[config.mk]
export PLATFORM = sky130hd
export DESIGN_NAME = imem_access_arbiter
export DESIGN_NICKNAME = d
export VERILOG_FILES = /design/src/rtl/imem_access_arbiter.sv
export SDC_FILE = /design/constraint.sdc
export NUM_CORES = 1
export LEC_CHECK = 0
export CORE_MARGIN = 1
export CORE_UTILIZATION = 29
export CTS_BUF_LIST = sky130_fd_sc_hd__clkbuf_2
export DETAILED_ROUTE_END_ITERATION = 12
export PLACE_DENSITY = 0.78
export SLEW_MARGIN = 20
export SYNTH_ARGS = -nofsm -noshare
export SYNTH_HDL_FRONTEND = slang
export SYNTH_SLANG_ARGS = --single-unit
[constraint.sdc]
create_clock -name clk -period 3.5 [get_ports clk]
set_clock_uncertainty 0.2 [all_clocks]
set_input_delay 0.7 -clock clk [delete_from_list [all_inputs] [get_ports clk]]
set_output_delay 0.7 -clock clk [all_outputs]
set_load 0.02 [all_outputs]
[src/rtl/imem_access_arbiter.sv]
// imem_access_arbiter: shares a single-port, word-addressed instruction memory
// between the core fetch stage and a program loader. It holds the core in BOOT
// until the loader signals image completion, then arbitrates with a
// loader-burst starvation guard. Faulting fetches return NOP_INSTR.
// Optional build macro: IMEM_ARB_STATS_EN adds fetch/load/fault counters.
module imem_access_arbiter #(
  parameter int unsigned ADDR_W         = 8,
  parameter int unsigned MAX_LOAD_BURST = 4,
  parameter int unsigned BOOT_HOLD      = 1,
  parameter logic [31:0] NOP_INSTR      = 32'h0000_0013
) (
  input  logic              clk,
  input  logic              reset,
  input  logic              fetch_req,
  input  logic [31:0]       fetch_addr,
  output logic              fetch_gnt,
  output logic              fetch_valid,
  output logic [31:0]       fetch_instr,
  output logic              fetch_fault,
  input  logic              load_req,
  input  logic [31:0]       load_addr,
  input  logic [31:0]       load_wdata,
  output logic              load_gnt,
  input  logic              load_done,
  output logic              core_hold,
  output logic              mem_en,
  output logic              mem_we,
  output logic [ADDR_W-1:0] mem_addr,
  output logic [31:0]       mem_wdata,
  input  logic [31:0]       mem_rdata
`ifdef IMEM_ARB_STATS_EN
  ,
  output logic [31:0]       stat_fetch_cnt,
  output logic [31:0]       stat_load_cnt,
  output logic [31:0]       stat_fault_cnt
`endif
);

  localparam int unsigned CNT_W = 4;
  localparam logic [CNT_W-1:0] BURST_MAX = CNT_W'(MAX_LOAD_BURST);

  typedef enum logic {
    BOOT,
    RUN
  } state_t;

  localparam state_t RST_STATE = (BOOT_HOLD != 0) ? BOOT : RUN;

  state_t           state;
  state_t           state_nxt;
  logic [CNT_W-1:0] burst_cnt;
  logic [CNT_W-1:0] burst_nxt;
  logic             fetch_bad;
  logic             load_bad;
  logic             rd_pend;
  logic [31:0]      instr_q;

  // Misaligned or beyond the memory depth.
  function automatic logic addr_fault(input logic [31:0] a);
    return (a[1:0] != 2'b00) || ((a >> (ADDR_W + 2)) != 32'd0);
  endfunction

  assign fetch_bad = addr_fault(fetch_addr);
  assign load_bad  = addr_fault(load_addr);

  // State and burst counter registers.
  always_ff @(posedge clk or posedge reset) begin
    if (reset) begin
      state     <= RST_STATE;
      burst_cnt <= '0;
    end else begin
      state     <= state_nxt;
      burst_cnt <= burst_nxt;
    end
  end

  // Next-state, arbitration and memory-port drive.
  always_comb begin
    state_nxt = state;
    burst_nxt = burst_cnt;
    fetch_gnt = 1'b0;
    load_gnt  = 1'b0;
    core_hold = 1'b0;
    mem_en    = 1'b0;
    mem_we    = 1'b0;
    mem_addr  = '0;
    mem_wdata = '0;

    if (reset) begin
      core_hold = (BOOT_HOLD != 0);
    end else begin
      case (state)
        BOOT: begin
          load_gnt  = load_req;
          core_hold = 1'b1;
          burst_nxt = '0;
          if (load_done) state_nxt = RUN;
        end
        RUN: begin
          if (fetch_req && (burst_cnt == BURST_MAX)) begin
            fetch_gnt = 1'b1;
          end else if (load_req) begin
            load_gnt = 1'b1;
          end else if (fetch_req) begin
            fetch_gnt = 1'b1;
          end
          if (load_gnt) begin
            burst_nxt = (burst_cnt == BURST_MAX) ? burst_cnt : burst_cnt + CNT_W'(1);
          end else begin
            burst_nxt = '0;
          end
          core_hold = fetch_req & ~fetch_gnt;
        end
        default: state_nxt = RST_STATE;
      endcase

      if (load_gnt && !load_bad) begin
        mem_en    = 1'b1;
        mem_we    = 1'b1;
        mem_addr  = load_addr[ADDR_W+1:2];
        mem_wdata = load_wdata;
      end else if (fetch_gnt && !fetch_bad) begin
        mem_en   = 1'b1;
        mem_addr = fetch_addr[ADDR_W+1:2];
      end
    end
  end

  // Fetch response pipeline; a faulting fetch loads NOP into the hold register.
  always_ff @(posedge clk or posedge reset) begin
    if (reset) begin
      fetch_valid <= 1'b0;
      fetch_fault <= 1'b0;
      rd_pend     <= 1'b0;
      instr_q     <= '0;
    end else begin
      fetch_valid <= fetch_gnt;
      fetch_fault <= fetch_gnt & fetch_bad;
      rd_pend     <= fetch_gnt & ~fetch_bad;
      if (rd_pend) instr_q <= mem_rdata;
      if (fetch_gnt && fetch_bad) instr_q <= NOP_INSTR;
    end
  end

  // Memory data is only live in the cycle after a read; otherwise hold.
  assign fetch_instr = rd_pend ? mem_rdata : instr_q;

`ifdef IMEM_ARB_STATS_EN
  // Free-running wrap-around activity counters.
  always_ff @(posedge clk or posedge reset) begin
    if (reset) begin
      stat_fetch_cnt <= '0;
      stat_load_cnt  <= '0;
      stat_fault_cnt <= '0;
    end else begin
      if (fetch_gnt)   stat_fetch_cnt <= stat_fetch_cnt + 32'd1;
      if (load_gnt)    stat_load_cnt  <= stat_load_cnt + 32'd1;
      if (fetch_fault) stat_fault_cnt <= stat_fault_cnt + 32'd1;
    end
  end
`endif

endmodule

== Word-level counts from Yosys, hierarchy flattened ==
Cells that the tools add are included.

* Bits in registers: 40
* Bits of input ports: 133
* Output and inout port bits: 79
* Word-level logic and storage cells: 63

* Add/subtract/negate cells: 1
* Equality and inequality tests: 2
* Muxes and demuxes: 34
* Bitwise logic cells: 7
* Reductions and logical operators: 13

{| class="wikitable"
|+ Operator list
! cell !! number
|-
| $mux W32 || 4
|-
| $reduce_bool A32 Y1 || 2
|-
| $mux W8 || 3
|-
| $mux W1 || 22
|-
| $mux W4 || 2
|-
| $pmux W4 S2 || 1
|-
| $add A4 B1 Y4 const B || 1
|-
| $eq A4 B3 Y1 const B || 1
|-
| $logic_and A1 B1 Y1 || 4
|-
| $not A1 Y1 || 4
|-
| $pmux W1 S2 || 2
|-
| $reduce_bool A2 Y1 || 2
|-
| $and A1 B1 Y1 || 3
|-
| $ne A3 B3 Y1 const B || 1
|-
| $logic_not A1 Y1 || 2
|-
| $logic_or A1 B1 Y1 || 2
|-
| $reduce_and A2 Y1 || 1
|}

== Logic depth before layout (Yosys ltp) ==
Gate-level depths: netlist of run 1.

* Depth in word-level cells: 11
* Mapped depth: 8

== Least setup slack after synthesis of run 1 ==
No wires, ideal clock.

* Kind: in2out
* Start point: in reset
* End point: out mem_wdata[10]
* Arrival: 2.718 ns
* Data required time: 2.600 ns
* Path slack: -0.118 ns
* Stages: 6
* Cells stage by stage: inv_1 o211a_1 buf_6 nor3b_4 buf_6 and2_1

* Longest elaborated chain between the ends: 1

{| class="wikitable"
|+ RTL lines
! element !! line !! source
|-
| from (decl) || 13 || <nowiki>input logic reset,</nowiki>
|-
| $mux W32 || 89 || <nowiki>if (reset) begin</nowiki>
|-
| to (decl) || 29 || <nowiki>output logic [31:0] mem_wdata,</nowiki>
|}

Every way passes these cells.

== Worst setup path after layout of run 1 ==
* Start point: in load_addr[27]
* End point: out mem_wdata[28]

* Longest elaborated chain between the ends: 6

{| class="wikitable"
|+ RTL lines
! element !! line !! source
|-
| from (decl) || 21 || <nowiki>input logic [31:0] load_addr,</nowiki>
|-
| $reduce_bool A32 Y1 || 60 || <nowiki>return (a[1:0] != 2'b00) || ((a >> (ADDR_W + 2)) != 32'd0);</nowiki>
|-
| $logic_or A1 B1 Y1 || 60 ||
|-
| $logic_not A1 Y1 || 117 || <nowiki>if (load_gnt && !load_bad) begin</nowiki>
|-
| $logic_and A1 B1 Y1 || 117 ||
|-
| $mux W32 || 117 ||
|-
| $mux W32 || 89 ||
|}

Every way passes these cells.

==> summary.md, run 1 <==
| Metric | Value |
|---|---|
| Ratio of cells with drive above 1 in the final layout | 0.268 |
| Net Sw Power | around 0.26 mW |
| First-pass GRT wire length | 13000 µm |
| Worst ir drop on vdd | 0.158 mV |
| Vias | between 2000 and 3000 |
| Post-synthesis adder-cell area fraction | 0.0103 |
| Drt first pass iters | 4 |
| Comb pwr share | 0.281 |
| Post-Synth Simple-Gate Area | 0.228 |
| Max-Slew Margin vs Limit | 0.715 |
| Post-synth ARST share | 1.00 |
| CP Capture Type | output pin |
| Num rows | 33 |
| Fin util | 0.567 |
| Die height | 93.5 µm |
| Post-route ant nets | 0 |
| Via density | ~4.6 |
| Lkg Pwr | 2.03 nW |
| DRC | 0 |
| Post-Synthesis Cells | 217 |
| Fin nets | 575 |
| Compound-cell area share of the yosys netlist | 0.152 |
| Netlist Area Pre-Place | 2430 µm² |
| Synth warn | 0 |
| Setup Fix Bufs, Post-CTS | 0 |
| Max incr delay on CP | 420 ps |
| Post-synth EDFFs | 0 |
| RSZ-0062 raised after global routing | false |
| Synth top area share | 0.412 |
| Hold Path Class | reg -> reg |
| Post-Syn Nets | roughly 350 |
| Synth Register Bits | 40 |
| Largest net degree at the start of global routing | 44 |
| CP arrival | 2510 ps |
| Area grow syn2layout | 90.8% |
| Sequential area share after synthesis | 0.412 |
| Switch share | 0.269 |
| CP bufs+invs | 3 |
| Yosys top cell by area | dfrtp_1 |
| PwrDens | between 200 and 250 nW/µm² |
| FF-to-FF setup slack | approximately 1500 ps |
| Top post-synthesis cells by count | dfrtp_1 (40), mux2_2 (33), o21a_1 (29) |
| Clock slew at reported path FFs | 200 ps |
| Power share of the clock group | 0.201 |
| Multiplexer share of the synthesized area | 0.153 |
| Core area | 8180 µm² |
| Pint | 0.697 mW |
| Drt first-iter violations | 58 |
| Post-DP HPWL | 7350 µm |
| Root buf cell | clkbuf_2 |
| GP Congestion | 0.805 |
| Fmax achieved | 293 MHz |
| Clock sinks | 40 |
| Die width | around 94 µm |
| Total Routed Length | 9100 µm |
| Post-DP Area | 4740 µm² |
| Crit-path max FO | 34 |
| Final period utilization | 0.975 |
| Dominant synthesized flop cell | dfrtp_1 |
| Starting density of the core | 0.297 |
| GRT Resource Usage Total | 0.197 |
| Remaining Overflow, GRT | 0 |
| Ant diodes | 0 |
| WHS | 319 ps |
| Hold violation count in the final report | 0 |
| Crit-path leading delay family | buffers and inverters |
| CTS Buf Count | 5 |
| Fin crit period | 3410 ps |
| Synth top area cells | dfrtp_1 (41%), mux2_2 (15%), o21a_1 (9.0%) |
| Die area | 8750 µm² |
| Area of the multi-input gates | 1340 µm² |
| Outcome | completed |
| CP max-delay cell | clkdlybuf4s50_1 |
| Post-route cell area | 4640 µm² |
| Worst slew pin tran | between 400 and 500 ps |
| Setup_tns | 0 ps |
| Routed WL per cell | between 15 and 20 µm |
| IO Pins | 212 |
| Netlist cell types | 35 |
| Endpoints failing setup | 0 |
| Port buffer count | 211 |
| Startpoint Class | primary input |
| Vias in the first global route | approximately 2500 |
| Sequential Area | ~1000 µm² |
| CP cell instances | clkdlybuf4s50_1 > nor4_2 > nand4_2 > nor3b_4 > buf_12 > and2_4 > clkdlybuf4s15_1 |
| Fill cells | 730 |
| TritonCTS clock tree | built |
| CTS H-tree lvls | 2 |
| Hold_buf cts | 0 |
| Syn avg cell area | 11.2 µm² |
| Count leader, synth | dfrtp_1 |
| Main combinational cell family by area after synthesis | simple AND/OR/NAND/NOR gates |
| XOR/XNOR Fraction of Synth Area | 0 |
| Sequential Power Share | 0.518 |
| Fin. max-slew vios | 0 |
| Total of max-cap violations | 0 |
| Setup CP Type | in -> out |
| CTS max path bufs | 2 |
| Skew-Pair Late Insertion Delay | ~380 ps |
| Crit path required time | 2600 ps |
| Initial antenna violation count | 0 |
==> cells by family (layout without fill, tap and decap cells) <==
| family | after synthesis | after routing |
|---|---|---|
| multiplexers | 33 | 33 |
| adder cells (fa/ha/maj) | 2 | 2 |
| buffers and inverters | 18 | 241 |
| flip-flops | 40 | 40 |
| AND/OR/NAND/NOR | 77 | 77 |
| AO/OA/AOI/OAI | 47 | 47 |
==> worst reg2reg max path, cell delays in order (launching register included) <==
cell	delay, ps
dfrtp_1	460
inv_1	70
ha_1	230
nand3b_4	120
a21o_2	220
inv_2	100
buf_4	150
o21a_1	140
or2_1	220
==> repair_timing <==
item,CTS,global route
setup endpoints to repair,41,41
resized for setup,45,72
pin swaps,0,1
==> metal layers <==
| metal | up-vias | share of wire | GRT usage |
|---|---|---|---|
| met5 | - | 0 | 0 |
| met4 | 0 | 0.0058 | 0.0372 |
| met3 | 4 | 0.065 | 0.0415 |
| met2 | 97 | 0.50 | 0.331 |
| met1 | 1193 | 0.43 | 0.262 |
| li1 | 1224 | - | - |
==> path summary, 6_finish.rpt <==
check,end,startpoint,cells after the start
max,mem_wdata[28],load_addr[27],7
min,burst_cnt[3],burst_cnt[3],1
max reg2reg,instr_q[1],burst_cnt[0],8
min reg2reg,burst_cnt[3],burst_cnt[3],1
max in group asynchronous,instr_q[30],reset,3
min in group asynchronous,burst_cnt[1],reset,3
==> through the flow <==
step / total power, mW / setup WS [ps] / instances
3_3_place_gp: 0.762 / -266 / 538
5_1_grt: 1.01 / 11.8 / 545
6_report: 0.954 / 86.6 / 545
2_1_floorplan: 0.577 / 355 / 217
3_5_place_dp: 0.769 / -336 / 538
4_1_cts: 0.969 / 3.97 / 545
==> placed cells by master, fill, tap and decap left out, drive strengths merged, types with 3 or more instances in the layout <==
| master | n |
|---|---|
| a32o | 9 |
| and2 | 39 |
| or2 | 4 |
| mux2 | 33 |
| nand2 | 6 |
| dfrtp | 40 |
| buf | 20 |
| clkbuf | 37 |
| o21ai | 3 |
| nand3 | 4 |
| clkdlybuf4s15 | 8 |
| inv | 3 |
| nor2 | 3 |
| o21a | 29 |
| nor4 | 12 |
| clkdlybuf4s50 | 169 |
==> area by class of cell <==
type                            instances  area share
Timing Repair Buffer                  230       0.455
Multi-Input combinational cell        159       0.289
Sequential cell                        40       0.216
Tap cell                              105      0.0283
Clock buffer                            5     0.00540
Inverter                                4     0.00405
Clock inverter                          2     0.00270
==> sequential cells by signal, summed over array words and instances, names as in the netlist <==
name,cells
fetch_valid,1
state,1
burst_cnt,4
fetch_fault,1
rd_pend,1
instr_q,32
==> power groups by stage <==
stage | combinational [mW] | clock, mW | sequential [mW]
3_3_place_gp | 0.262 | 0 | 0.500
3_5_place_dp | 0.267 | 0 | 0.503
6_report | 0.268 | 0.192 | 0.494
5_1_grt | 0.289 | 0.223 | 0.498
4_1_cts | 0.269 | 0.205 | 0.495
2_1_floorplan | 0.0770 | 0 | 0.500
Note: power is estimated with default switching activity, not from simulation.
==> run 2, diff against run 1 <==
--- a/config.mk
+++ b/config.mk
@@ -7,7 +7,7 @@
 export LEC_CHECK = 0
 export CORE_MARGIN = 1
 export CORE_UTILIZATION = 29
-export CTS_BUF_LIST = sky130_fd_sc_hd__clkbuf_2
+export CTS_BUF_LIST = sky130_fd_sc_hd__clkbuf_8
 export DETAILED_ROUTE_END_ITERATION = 12
 export PLACE_DENSITY = 0.78
 export SLEW_MARGIN = 20
==> summary.md, run 2 (same netlist as run 1, synthesis figures left out) <==
| Metric | Value |
|---|---|
| Outcome | completed |
| Fin worst setup slack | 86.3 ps (-0.318 ps) |
| Crit path required time | 2600 ps (about the same) |
| Ratio of cells with drive above 1 in the final layout | 0.268 (unchanged) |
| Die width | 93.5 µm (unchanged) |
| Placed insts | 538 (unchanged) |
| CP Capture Type | output pin |
| Post-route cell area | 4680 µm² (+0.94%) |
| Post-DP Area | 4740 µm² (unchanged) |
| Initial antenna violation count | 0 (unchanged) |
| Fmax achieved | 293 MHz (about the same) |
| Overall power | 1.05 mW (+10%) |
| CTS Buf Count | 5 (unchanged) |
| Final period utilization | 0.975 (about the same) |
| Hold_buf cts | 0 (unchanged) |
| Worst slew pin tran | 426 ps (-1.51 ps) |
| IO Pins | 212 (unchanged) |
| Die area | 8750 µm² (unchanged) |
| Post-route ant nets | 0 (unchanged) |
| Max-Slew Margin vs Limit | 0.716 (+0.00101) |
| GRT Resource Usage Total | 0.196 (-0.000520) |
| Largest registers | instr_q: 32 flops, burst_cnt: 4 flops |
| RSZ-0062 raised after global routing | false |
| Area of the multi-input gates | 1340 µm² (unchanged) |
| Endpoints failing setup | 0 (unchanged) |
| Clock sinks | 40 (unchanged) |
| Starting density of the core | 0.297 (unchanged) |
| Post-DP HPWL | 7350 µm (unchanged) |
| Most frequent cells in the layout | clkdlybuf4s50_1 (169), dfrtp_1 (40), mux2_2 (33) |
| Setup CP Type | in -> out |
| Max incr delay on CP | 420 ps (about the same) |
| DRC | 0 (unchanged) |
| First-pass GRT wire length | 13000 µm (unchanged) |
| Area grow syn2layout | 92.6% |
| CTS max path bufs | 2 (unchanged) |
| Fin. max-slew vios | 0 (unchanged) |
| Worst ir drop on vdd | 0.238 mV (+50%) |
| Setup Fix Bufs, Post-CTS | 0 (unchanged) |
| Vias in the first global route | 2523 (-0.59%) |
| Fill cells | 726 (-0.55%) |
| Hold violation count in the final report | 0 (unchanged) |
| Pre-CTS setup slack | -336 ps (unchanged) |
| Most common cell after layout, fill and taps aside | clkdlybuf4s50_1 |
| Drt first pass iters | 4 (unchanged) |
| Die height | 93.5 µm (unchanged) |
| Biggest register | instr_q |
| Clock slew at reported path FFs | 70 ps (-130 ps) |
| Root buf cell | clkbuf_8 |
| Skew-Pair Late Insertion Delay | 280 ps (-100 ps) |
| Drt first-iter violations | 53 (-8.6%) |
| Hold Path Class | reg -> reg |
| Total of max-cap violations | 0 (unchanged) |
| Port buffer count | 211 (unchanged) |
| Ant diodes | 0 (unchanged) |
| Lkg Pwr | 2.04 nW (+0.75%) |
| Vias | 2542 (+0.95%) |
| GP Congestion | 0.805 (unchanged) |
| Num rows | 33 (unchanged) |
| Sequential Area | 1000 µm² (unchanged) |
| Remaining Overflow, GRT | 0 (unchanged) |
| Via density | 4.66 (+0.95%) |
| Core area | 8180 µm² (unchanged) |
| Fin crit period | 3410 ps (+0.318 ps) |
| Total Routed Length | 9060 µm (-0.36%) |
| CP cell instances | clkdlybuf4s50_1 > nor4_2 > nand4_2 > nor3b_4 > buf_12 > and2_4 > clkdlybuf4s15_1 |
| CP arrival | 2510 ps (about the same) |
| Fin nets | 575 (unchanged) |
| Crit-path max FO | 34 (unchanged) |
| CP max-delay cell | clkdlybuf4s50_1 |
| CTS H-tree lvls | 2 (unchanged) |
| Startpoint Class | primary input |
| Largest register FFs | 32 (unchanged) |
| Largest net degree at the start of global routing | 44 (unchanged) |
| PwrDens | 224 nW/µm² (+9.0%) |
| Post-Layout Cell Count | 545 (unchanged) |
| TritonCTS clock tree | built |
| Routed WL per cell | 16.6 µm (-0.36%) |
run 2: report_power, final:
group          switching [mW]  total (mW)  internal [mW]
Combinational          0.0910       0.268          0.177
Clock                   0.153       0.288          0.135
Sequential             0.0182       0.493          0.475
run 2: worst paths after layout:
check / startpoint / to / slack [ps] / depth (start not counted)
worst max-delay path: load_addr[27] / mem_wdata[28] / 90 / 7
worst min-delay path: burst_cnt[3] / burst_cnt[3] / 300 / 1
worst max register to register: burst_cnt[0] / instr_q[1] / 1540 / 8
worst min register to register: burst_cnt[3] / burst_cnt[3] / 300 / 1
max in group asynchronous: reset / instr_q[30] / 2040 / 3
min in group asynchronous: reset / burst_cnt[1] / 760 / 3
run 2: area by class of cell:
type                    count  area share
repair buffers            230       0.450
multi-input cells         159       0.286
flip-flops and latches     40       0.214
well taps                 105      0.0281
clock buffers               5      0.0147
inverters                   4     0.00401
clock inverters             2     0.00267
run 2: what timing repair did:
item                       4_1_cts  5_1_grt
pin swaps                        0        1
gates resized for setup         45       72
setup endpoints to repair       41       41
run 2: stage by stage:
step                setup TNS [ps]  hold WS [ps]   util
finish                           0           303  0.572
global route                     0           329  0.572
CTS                              0           306  0.585
detailed placement           -9580           291  0.579
global placement             -8730           271  0.579
floorplan                        0           245      -
run 2: worst max-delay path: cells and delay by family:
| kind | cells | cell delay [ps] |
|---|---|---|
| buffers and inverters | 3 | 910 |
| and+or+nand+nor | 4 | 900 |
run 2: layer usage:
layer / wire length, µm / global-route usage
met2: 4490 / 0.331
met4: 53 / 0.0256
met5: 0 / 0
met1: 3930 / 0.261
met3: 584 / 0.0463
